File: src/rtl/vx_issue_steer_pkg.sv
// -----------------------------------------------------------------------------
// vx_issue_steer_pkg
// Shared issue-stage definitions: core-wide widths, the warp-to-slice mapping
// encodings and the steering function also used by the writeback and scheduler
// paths.
//   NW_WIDTH        warp-ID width for the core configuration (16 warps)
//   PERF_CTR_BITS   width of the performance counters
//   steer_map_e     STEER_MAP_INTERLEAVE (wid % slices) / STEER_MAP_BLOCK
//   steer_wid_to_slice(wid, mode, issue_width, num_warps) -> slice index
// -----------------------------------------------------------------------------
package vx_issue_steer_pkg;

  localparam int NW_WIDTH      = 4;
  localparam int PERF_CTR_BITS = 44;

  typedef enum logic [0:0] {
    STEER_MAP_INTERLEAVE = 1'b0,
    STEER_MAP_BLOCK      = 1'b1
  } steer_map_e;

  // Blocked mapping assumes num_warps is a multiple of issue_width, so each
  // slice owns a contiguous run of num_warps/issue_width warps.
  function automatic int unsigned steer_wid_to_slice(
    input int unsigned wid,
    input steer_map_e  mode,
    input int unsigned issue_width,
    input int unsigned num_warps
  );
    int unsigned slice_v;
    if (issue_width <= 32'd1) begin
      slice_v = 32'd0;
    end else begin
      case (mode)
        STEER_MAP_BLOCK: slice_v = wid / (num_warps / issue_width);
        default:         slice_v = wid % issue_width;
      endcase
    end
    return slice_v;
  endfunction

endpackage

File: src/rtl/vx_issue_steer_chk.sv
// -----------------------------------------------------------------------------
// vx_issue_steer_chk
// Protocol checks for the issue steering block.
// Ports:
//   clk, reset   core clock, synchronous active-high reset
//   in_valid     decode valid
//   wid_ok       decode warp ID is inside 0..NUM_WARPS-1
//   credit_ovf   per-warp credit return while the warp already holds all credits
// -----------------------------------------------------------------------------
module vx_issue_steer_chk #(
  parameter int NUM_WARPS = 16
) (
  input logic                 clk,
  input logic                 reset,
  input logic                 in_valid,
  input logic                 wid_ok,
  input logic [NUM_WARPS-1:0] credit_ovf
);

  // Decode must never present an out-of-range warp ID
  a_wid_range: assert property (@(posedge clk) disable iff (reset)
    in_valid |-> wid_ok);

  // Instruction buffers must not return more credits than they were given
  a_credit_ovf: assert property (@(posedge clk) disable iff (reset)
    credit_ovf == '0);

endmodule

File: src/rtl/vx_issue_steer_fifo.sv
// -----------------------------------------------------------------------------
// vx_issue_steer_fifo
// Per-slice elastic buffer: DEPTH entries of WIDTH bits, count-based full/empty,
// head presented straight from the storage registers (no input bypass).
// Ports:
//   clk, reset      core clock, synchronous active-high reset
//   push, push_data write an entry (ignored when full)
//   pop             remove the head (ignored when empty)
//   out_valid       FIFO holds at least one entry
//   out_data        head entry
//   full            FIFO holds DEPTH entries
// -----------------------------------------------------------------------------
module vx_issue_steer_fifo #(
  parameter int DEPTH = 2,
  parameter int WIDTH = 8
) (
  input  logic             clk,
  input  logic             reset,
  input  logic             push,
  input  logic [WIDTH-1:0] push_data,
  input  logic             pop,
  output logic             out_valid,
  output logic [WIDTH-1:0] out_data,
  output logic             full
);

  localparam int CNT_W = $clog2(DEPTH + 1);
  localparam int PTR_W = $clog2(DEPTH);

  logic [WIDTH-1:0] mem_r [DEPTH];
  logic [PTR_W-1:0] wr_ptr_r;
  logic [PTR_W-1:0] rd_ptr_r;
  logic [CNT_W-1:0] count_r;
  logic             push_en_s;
  logic             pop_en_s;

  // Qualify push/pop against occupancy and expose status flags
  always_comb begin
    full      = (count_r == CNT_W'(DEPTH));
    out_valid = (count_r != '0);
    push_en_s = push && !full;
    pop_en_s  = pop && out_valid;
    out_data  = mem_r[rd_ptr_r];
  end

  // Entry storage; payload needs no reset since it is qualified by count
  always_ff @(posedge clk) begin
    if (push_en_s) begin
      mem_r[wr_ptr_r] <= push_data;
    end
  end

  // Pointers wrap naturally (DEPTH is a power of two); count tracks occupancy
  always_ff @(posedge clk) begin
    if (reset) begin
      wr_ptr_r <= '0;
      rd_ptr_r <= '0;
      count_r  <= '0;
    end else begin
      if (push_en_s) begin
        wr_ptr_r <= wr_ptr_r + PTR_W'(1);
      end
      if (pop_en_s) begin
        rd_ptr_r <= rd_ptr_r + PTR_W'(1);
      end
      case ({push_en_s, pop_en_s})
        2'b10:   count_r <= count_r + CNT_W'(1);
        2'b01:   count_r <= count_r - CNT_W'(1);
        default: count_r <= count_r;
      endcase
    end
  end

endmodule

File: src/rtl/vx_issue_steer.sv
// -----------------------------------------------------------------------------
// vx_issue_steer
// Issue-stage front end: steers the decode stream to ISSUE_WIDTH slice FIFOs by
// warp ID and throttles decode per warp with instruction-buffer credits.
// Ports:
//   clk, reset                 core clock, synchronous active-high reset
//   in_valid/in_wid/in_data    decode instruction
//   in_ready                   decode instruction accepted this cycle
//   out_valid/out_wid/out_data per-slice head (slice i at bit/field i)
//   out_ready                  per-slice pop
//   ibuf_pop                   per-warp credit return
//   warp_stalled               per-warp "no credit left" (registered)
// Optional (macro VX_ISSUE_STEER_PERF_EN):
//   perf_stall_fifo            cycles refused because the target FIFO is full
//   perf_stall_credit          cycles refused only because the warp has no credit
//   perf_issued                accepted instructions
// -----------------------------------------------------------------------------
module vx_issue_steer
  import vx_issue_steer_pkg::*;
#(
  parameter int ISSUE_WIDTH = 4,
  parameter int NUM_WARPS   = 16,
  parameter int DATA_WIDTH  = 128,
  parameter int DEPTH       = 2,
  parameter int IBUF_SIZE   = 4,
  parameter int WID_MAP     = 0
) (
  input  logic                              clk,
  input  logic                              reset,
  input  logic                              in_valid,
  input  logic [NW_WIDTH-1:0]               in_wid,
  input  logic [DATA_WIDTH-1:0]             in_data,
  output logic                              in_ready,
  output logic [ISSUE_WIDTH-1:0]            out_valid,
  output logic [ISSUE_WIDTH*NW_WIDTH-1:0]   out_wid,
  output logic [ISSUE_WIDTH*DATA_WIDTH-1:0] out_data,
  input  logic [ISSUE_WIDTH-1:0]            out_ready,
  input  logic [NUM_WARPS-1:0]              ibuf_pop,
  output logic [NUM_WARPS-1:0]              warp_stalled
`ifdef VX_ISSUE_STEER_PERF_EN
  ,
  output logic [PERF_CTR_BITS-1:0]          perf_stall_fifo,
  output logic [PERF_CTR_BITS-1:0]          perf_stall_credit,
  output logic [PERF_CTR_BITS-1:0]          perf_issued
`endif
);

  localparam int         SLICE_W  = (ISSUE_WIDTH > 1) ? $clog2(ISSUE_WIDTH) : 1;
  localparam int         CRD_W    = $clog2(IBUF_SIZE + 1);
  localparam int         ENTRY_W  = NW_WIDTH + DATA_WIDTH;
  localparam steer_map_e MAP_MODE = (WID_MAP == 1) ? STEER_MAP_BLOCK : STEER_MAP_INTERLEAVE;

  logic [SLICE_W-1:0]     slice_s;
  logic                   wid_ok_s;
  logic                   sel_full_s;
  logic                   sel_nocredit_s;
  logic                   accept_s;
  logic [ISSUE_WIDTH-1:0] fifo_full_s;
  logic [ISSUE_WIDTH-1:0] push_s;
  logic [ISSUE_WIDTH-1:0] pop_s;
  logic [NUM_WARPS-1:0]   accept_warp_s;
  logic [NUM_WARPS-1:0]   credit_zero_s;
  logic [NUM_WARPS-1:0]   credit_ovf_s;
  logic [CRD_W-1:0]       credit_r     [NUM_WARPS];
  logic [CRD_W-1:0]       credit_nxt_s [NUM_WARPS];

  // Target slice and warp-ID range check for the incoming instruction
  always_comb begin
    slice_s  = SLICE_W'(steer_wid_to_slice(32'(in_wid), MAP_MODE, ISSUE_WIDTH, NUM_WARPS));
    wid_ok_s = ({1'b0, in_wid} < (NW_WIDTH + 1)'(NUM_WARPS));
  end

  // Per-warp zero-credit flags from the current counters
  always_comb begin
    for (int w = 0; w < NUM_WARPS; w++) begin
      credit_zero_s[w] = (credit_r[w] == '0);
    end
  end

  // Look up full/no-credit for the selected slice and warp; in_ready is built
  // from registered state only, so a same-cycle pop never frees room for input
  always_comb begin
    sel_full_s     = 1'b0;
    sel_nocredit_s = 1'b0;
    for (int i = 0; i < ISSUE_WIDTH; i++) begin
      sel_full_s = sel_full_s | (fifo_full_s[i] & (slice_s == SLICE_W'(i)));
    end
    for (int w = 0; w < NUM_WARPS; w++) begin
      sel_nocredit_s = sel_nocredit_s | (credit_zero_s[w] & (in_wid == NW_WIDTH'(w)));
    end
    in_ready = wid_ok_s && !sel_full_s && !sel_nocredit_s;
    accept_s = in_valid && in_ready;
  end

  // Per-slice push decode and output handshakes
  always_comb begin
    for (int i = 0; i < ISSUE_WIDTH; i++) begin
      push_s[i] = accept_s && (slice_s == SLICE_W'(i));
    end
    pop_s = out_valid & out_ready;
  end

  for (genvar i = 0; i < ISSUE_WIDTH; i++) begin : g_slice
    logic [ENTRY_W-1:0] head_s;

    vx_issue_steer_fifo #(
      .DEPTH (DEPTH),
      .WIDTH (ENTRY_W)
    ) u_fifo (
      .clk       (clk),
      .reset     (reset),
      .push      (push_s[i]),
      .push_data ({in_wid, in_data}),
      .pop       (pop_s[i]),
      .out_valid (out_valid[i]),
      .out_data  (head_s),
      .full      (fifo_full_s[i])
    );

    assign out_wid[i*NW_WIDTH +: NW_WIDTH]       = head_s[ENTRY_W-1 -: NW_WIDTH];
    assign out_data[i*DATA_WIDTH +: DATA_WIDTH] = head_s[DATA_WIDTH-1:0];
  end

  // Credit next state: +1 on return, -1 on accept, unchanged on both; an
  // over-return at full credit saturates and is flagged to the checker
  always_comb begin
    for (int w = 0; w < NUM_WARPS; w++) begin
      accept_warp_s[w] = accept_s && (in_wid == NW_WIDTH'(w));
      credit_ovf_s[w]  = ibuf_pop[w] && !accept_warp_s[w] && (credit_r[w] == CRD_W'(IBUF_SIZE));
      if (ibuf_pop[w] && !accept_warp_s[w] && !credit_ovf_s[w]) begin
        credit_nxt_s[w] = credit_r[w] + CRD_W'(1);
      end else if (accept_warp_s[w] && !ibuf_pop[w]) begin
        credit_nxt_s[w] = credit_r[w] - CRD_W'(1);
      end else begin
        credit_nxt_s[w] = credit_r[w];
      end
    end
  end

  // Credit counters and the registered stall flags derived from them
  always_ff @(posedge clk) begin
    if (reset) begin
      for (int w = 0; w < NUM_WARPS; w++) begin
        credit_r[w] <= CRD_W'(IBUF_SIZE);
      end
      warp_stalled <= '0;
    end else begin
      for (int w = 0; w < NUM_WARPS; w++) begin
        credit_r[w]     <= credit_nxt_s[w];
        warp_stalled[w] <= (credit_nxt_s[w] == '0);
      end
    end
  end

`ifdef VX_ISSUE_STEER_PERF_EN
  // Stall/issue counters; a full FIFO takes precedence over zero credit
  always_ff @(posedge clk) begin
    if (reset) begin
      perf_stall_fifo   <= '0;
      perf_stall_credit <= '0;
      perf_issued       <= '0;
    end else begin
      if (in_valid && wid_ok_s && sel_full_s) begin
        perf_stall_fifo <= perf_stall_fifo + PERF_CTR_BITS'(1);
      end
      if (in_valid && wid_ok_s && !sel_full_s && sel_nocredit_s) begin
        perf_stall_credit <= perf_stall_credit + PERF_CTR_BITS'(1);
      end
      if (accept_s) begin
        perf_issued <= perf_issued + PERF_CTR_BITS'(1);
      end
    end
  end
`endif

  vx_issue_steer_chk #(
    .NUM_WARPS (NUM_WARPS)
  ) u_chk (
    .clk        (clk),
    .reset      (reset),
    .in_valid   (in_valid),
    .wid_ok     (wid_ok_s),
    .credit_ovf (credit_ovf_s)
  );

endmodule

File: config.mk
export PLATFORM = sky130hd
export DESIGN_NAME = vx_issue_steer
export DESIGN_NICKNAME = d
export VERILOG_FILES = /design/src/rtl/vx_issue_steer_pkg.sv /design/src/rtl/vx_issue_steer_chk.sv /design/src/rtl/vx_issue_steer_fifo.sv /design/src/rtl/vx_issue_steer.sv
export SDC_FILE = /design/constraint.sdc
export NUM_CORES = 1
export LEC_CHECK = 0
export ABC_CLOCK_PERIOD_IN_PS = 26800
export BUFFER_PORTS_ARGS = -buffer_cell sky130_fd_sc_hd__buf_2
export CORE_MARGIN = 8
export CORE_UTILIZATION = 49
export CTS_CLUSTER_SIZE = 25
export DETAILED_ROUTE_END_ITERATION = 7
export GPL_ROUTABILITY_DRIVEN = 0
export PLACE_DENSITY = 0.73
export SLEW_MARGIN = 40
export SYNTH_ARGS = -nofsm -noshare
export SYNTH_HDL_FRONTEND = slang
export SYNTH_SLANG_ARGS = --single-unit
File: constraint.sdc
create_clock -name clk -period 26.8 [get_ports clk]
set_input_delay 5.36 -clock clk [delete_from_list [all_inputs] [get_ports clk]]
set_output_delay 5.36 -clock clk [all_outputs]
set_load 0.01 [all_outputs]
==> metrics.cfg <==
[status]
status=completed

[yosys]
yosysWarnings=0
yosysSeqAreaShare_pct=76.57
yosys_most_used_dff=edfxtp_1
synth_area_per_cell_um2=18.70
syn-cell-area_um2=43610
synth_cell_type_count=79
syn_inst=2332
synth_edf_count=1056
synth_seq_cells=1140
syn_nets=2539
async_reset_ff_share_pct=0

[final_layout]
final_common_cell=edfxtp_1
final_cells=4360
nets=3299
final_core_util_pct=59.03
fin_area_um2=52090
drive_gt1_share_pct=45.74
most-common-layout-cells=edfxtp_1 (1,056), buf_2 (703), mux2_2 (529), clkbuf_16 (109), dfxtp_1 (80)
syn_to_final_growth_pct=19.44

[floorplanning]
dieArea_um2=98810
die_x_um=314.3
rows=109
coreArea_um2=88240
die_height_um=314.3
start_util_pct=49.43
io-pin-count=704

[critical_path]
cpPeakStageDelay_ns=0.60
worstSetupEndpointType=output port
path_delay_family=compound AO/OA/AOI/OAI gates
crit_chain=buf_2 -> nor3b_2 -> a311oi_2 -> a211oi_2 -> or3_2 -> a21oi_1 -> buf_2
startpoint_type=input port
crit_path_top_delay_cell=or3_2
required_ns=21.44
arrival_ns=7.33
crit_top_cell=buf_2
critical_path_class=input port to output port
worstPathMaxFanout=26
critPathBufInv=2

[clocking]
postCtsSetupBuffers=0
cts_tree=yes
clock_sinks=1140
clk_pin_slew_ns=0.06
cts_max_path_buffers=3
cts_resized=0
htreeDepth=3
cts_root_buf=clkbuf_16
worstSkewPairLatency_ns=0.69
cts_hold_buffers=0
cts_made_buffers=109

[route]
antenna_left=0
firstDrtPassIters=5
dr.first_iter.drc_count=2048
dr_total_vias=24250
routedWlPerCell_um=25.66
drc=0
wirelength_um=111900
via_per_inst=5.562

[global_route]
grt_pass1_vias=25030
grt_pass1_wl_um=161800
grt_start_max_net_pins=78
antenna_found_initial=17
track_usage_pct=21.66
gr-total-overflow=0

[timing]
setup_viol=0
timing.fmax_mhz=78.78
final_max_slew_viol_count=0
worstMarginPinSlew_ns=0.8843
relSlewSlack_pct=41.05
min_period_ns=12.69
setup_slack_ns=14.11
skew_ns=0.01854
fin_crit_sh_pct=47.36
tns_ns=0
grt_setup_unrepaired=no
finalHoldViolCount=0

[placement]
hpwl_um=72340
portBuffers=703
place_area_um2=48600
pre_cts_slack_ns=14.14
placedCellCount=4145

[job]
cap_violations=0

[power_and_ir_drop]
p_leak_nw=18.38
peakVddDrop_mv=0.07080
powerDensity_nw_per_um2=79.92

[worst_hold_path]
hp-class=flip-flop to flip-flop

==> cells in the mapped netlist, drive strengths merged, types with 4 or more instances <==
cell type	count	area (um2)
nand4	6	43.79
nand3b	4	30.03
nor3b	5	47.54
a21oi	23	115.1
nor2	71	269.0
nand3	31	160.1
mux2i	21	210.2
ha	52	650.6
nor2b	15	93.84
edfxtp	1056	31710
o21ai	27	135.1
or3	13	82.58
and3	4	25.02
nor4	9	96.34
o21a	5	37.54
a211oi	17	132.6
nand2	47	176.4
dfxtp	84	1682
a31oi	11	68.82
or4	5	37.54
nand2b	13	81.33
buf	14	92.59
xor2	4	35.03
a32oi	5	43.79
inv	51	191.4
o211ai	10	88.83
xnor2	28	245.2
nor3	20	110.1
and2	9	56.30
mux2	529	5957
or2	12	75.08
clkbuf	72	270.3
a21boi	4	30.03
a311oi	11	102.6
==> kinds of logic after synthesis <==
| logic type | count (synthesis) | share of synthesized area [%] |
|---|---|---|
| adders and majority gates | 52 | 1.492 |
| AOI/OAI and AO/OA | 139 | 2.275 |
| muxes | 551 | 14.19 |
| DFF | 1140 | 76.57 |
| xor gates and xnor gates | 32 | 0.6426 |
| buffers and inverters | 138 | 1.280 |
| and+or+nand+nor | 280 | 3.552 |
==> cell type report <==
class                      count  area [um2]
antenna                       12       30.03
clock buffer                 132        2814
clock inverter                70       590.6
fill                        6413       36150
inverter                      52       195.2
multi-input combinational   1054        9721
sequential                  1140       33410
tap                         1165        1458
timing repair buffer         735        3876
==> per-layer routing <==
layer  global-route usage [%]  part of all wire (%)  vias to the layer above
met1                    26.02                    37                    12390
met5                        0                 0.035                        -
met3                    5.145                   7.6                      229
met4                    8.374                   3.9                        6
li1                         -                     -                    10590
met2                    37.71                    51                     1032
==> report_power, final <==
| group | switching, mW | internal [mW] | total [mW] |
|---|---|---|---|
| logic | 0.372 | 0.272 | 0.644 |
| clock network | 0.656 | 0.810 | 1.47 |
| registers | 0.0455 | 2.01 | 2.05 |
| total | 1.07 | 3.09 | 4.16 |
==> state kept, by name (all words and copies together) (netlist names), named ones only <==
signal                   cells
credit_r                    48
g_slice.u_fifo.count_r       8
g_slice.u_fifo.mem_r      1056
g_slice.u_fifo.rd_ptr_r      4
g_slice.u_fifo.wr_ptr_r      4
warp_stalled                16
==> through the flow <==
step | total power, mW | hold slack (ns)
after floorplan | 2.473 | 0.4616
after global placement | 2.707 | 0.4770
after detailed placement | 2.735 | 0.4895
after CTS | 4.189 | 0.4979
after global routing | 4.306 | 0.5186
final | 4.163 | 0.5093
==> final timing paths <==
| kind | depth (start not counted) | from | endpoint | slack, ns |
|---|---|---|---|---|
| setup / recovery | 7 | in_wid[1] | in_ready | 14.11 |
| setup reg to reg | 11 | credit_r[1][0] | g_slice[1].u_fifo.mem_r[0][66] | 22.30 |
| hold reg to reg | 2 | g_slice[0].u_fifo.count_r[1] | g_slice[0].u_fifo.count_r[1] | 0.51 |
| hold / removal | 2 | g_slice[0].u_fifo.count_r[1] | g_slice[0].u_fifo.count_r[1] | 0.51 |
==> tightest hold or removal path, cell delays in order, from the launching register on <==
cell and delay (ns):
dfxtp_1 0.33, o21ai_0 0.07, a21oi_1 0.06
No activity file was read; power rests on OpenSTA's default activity.
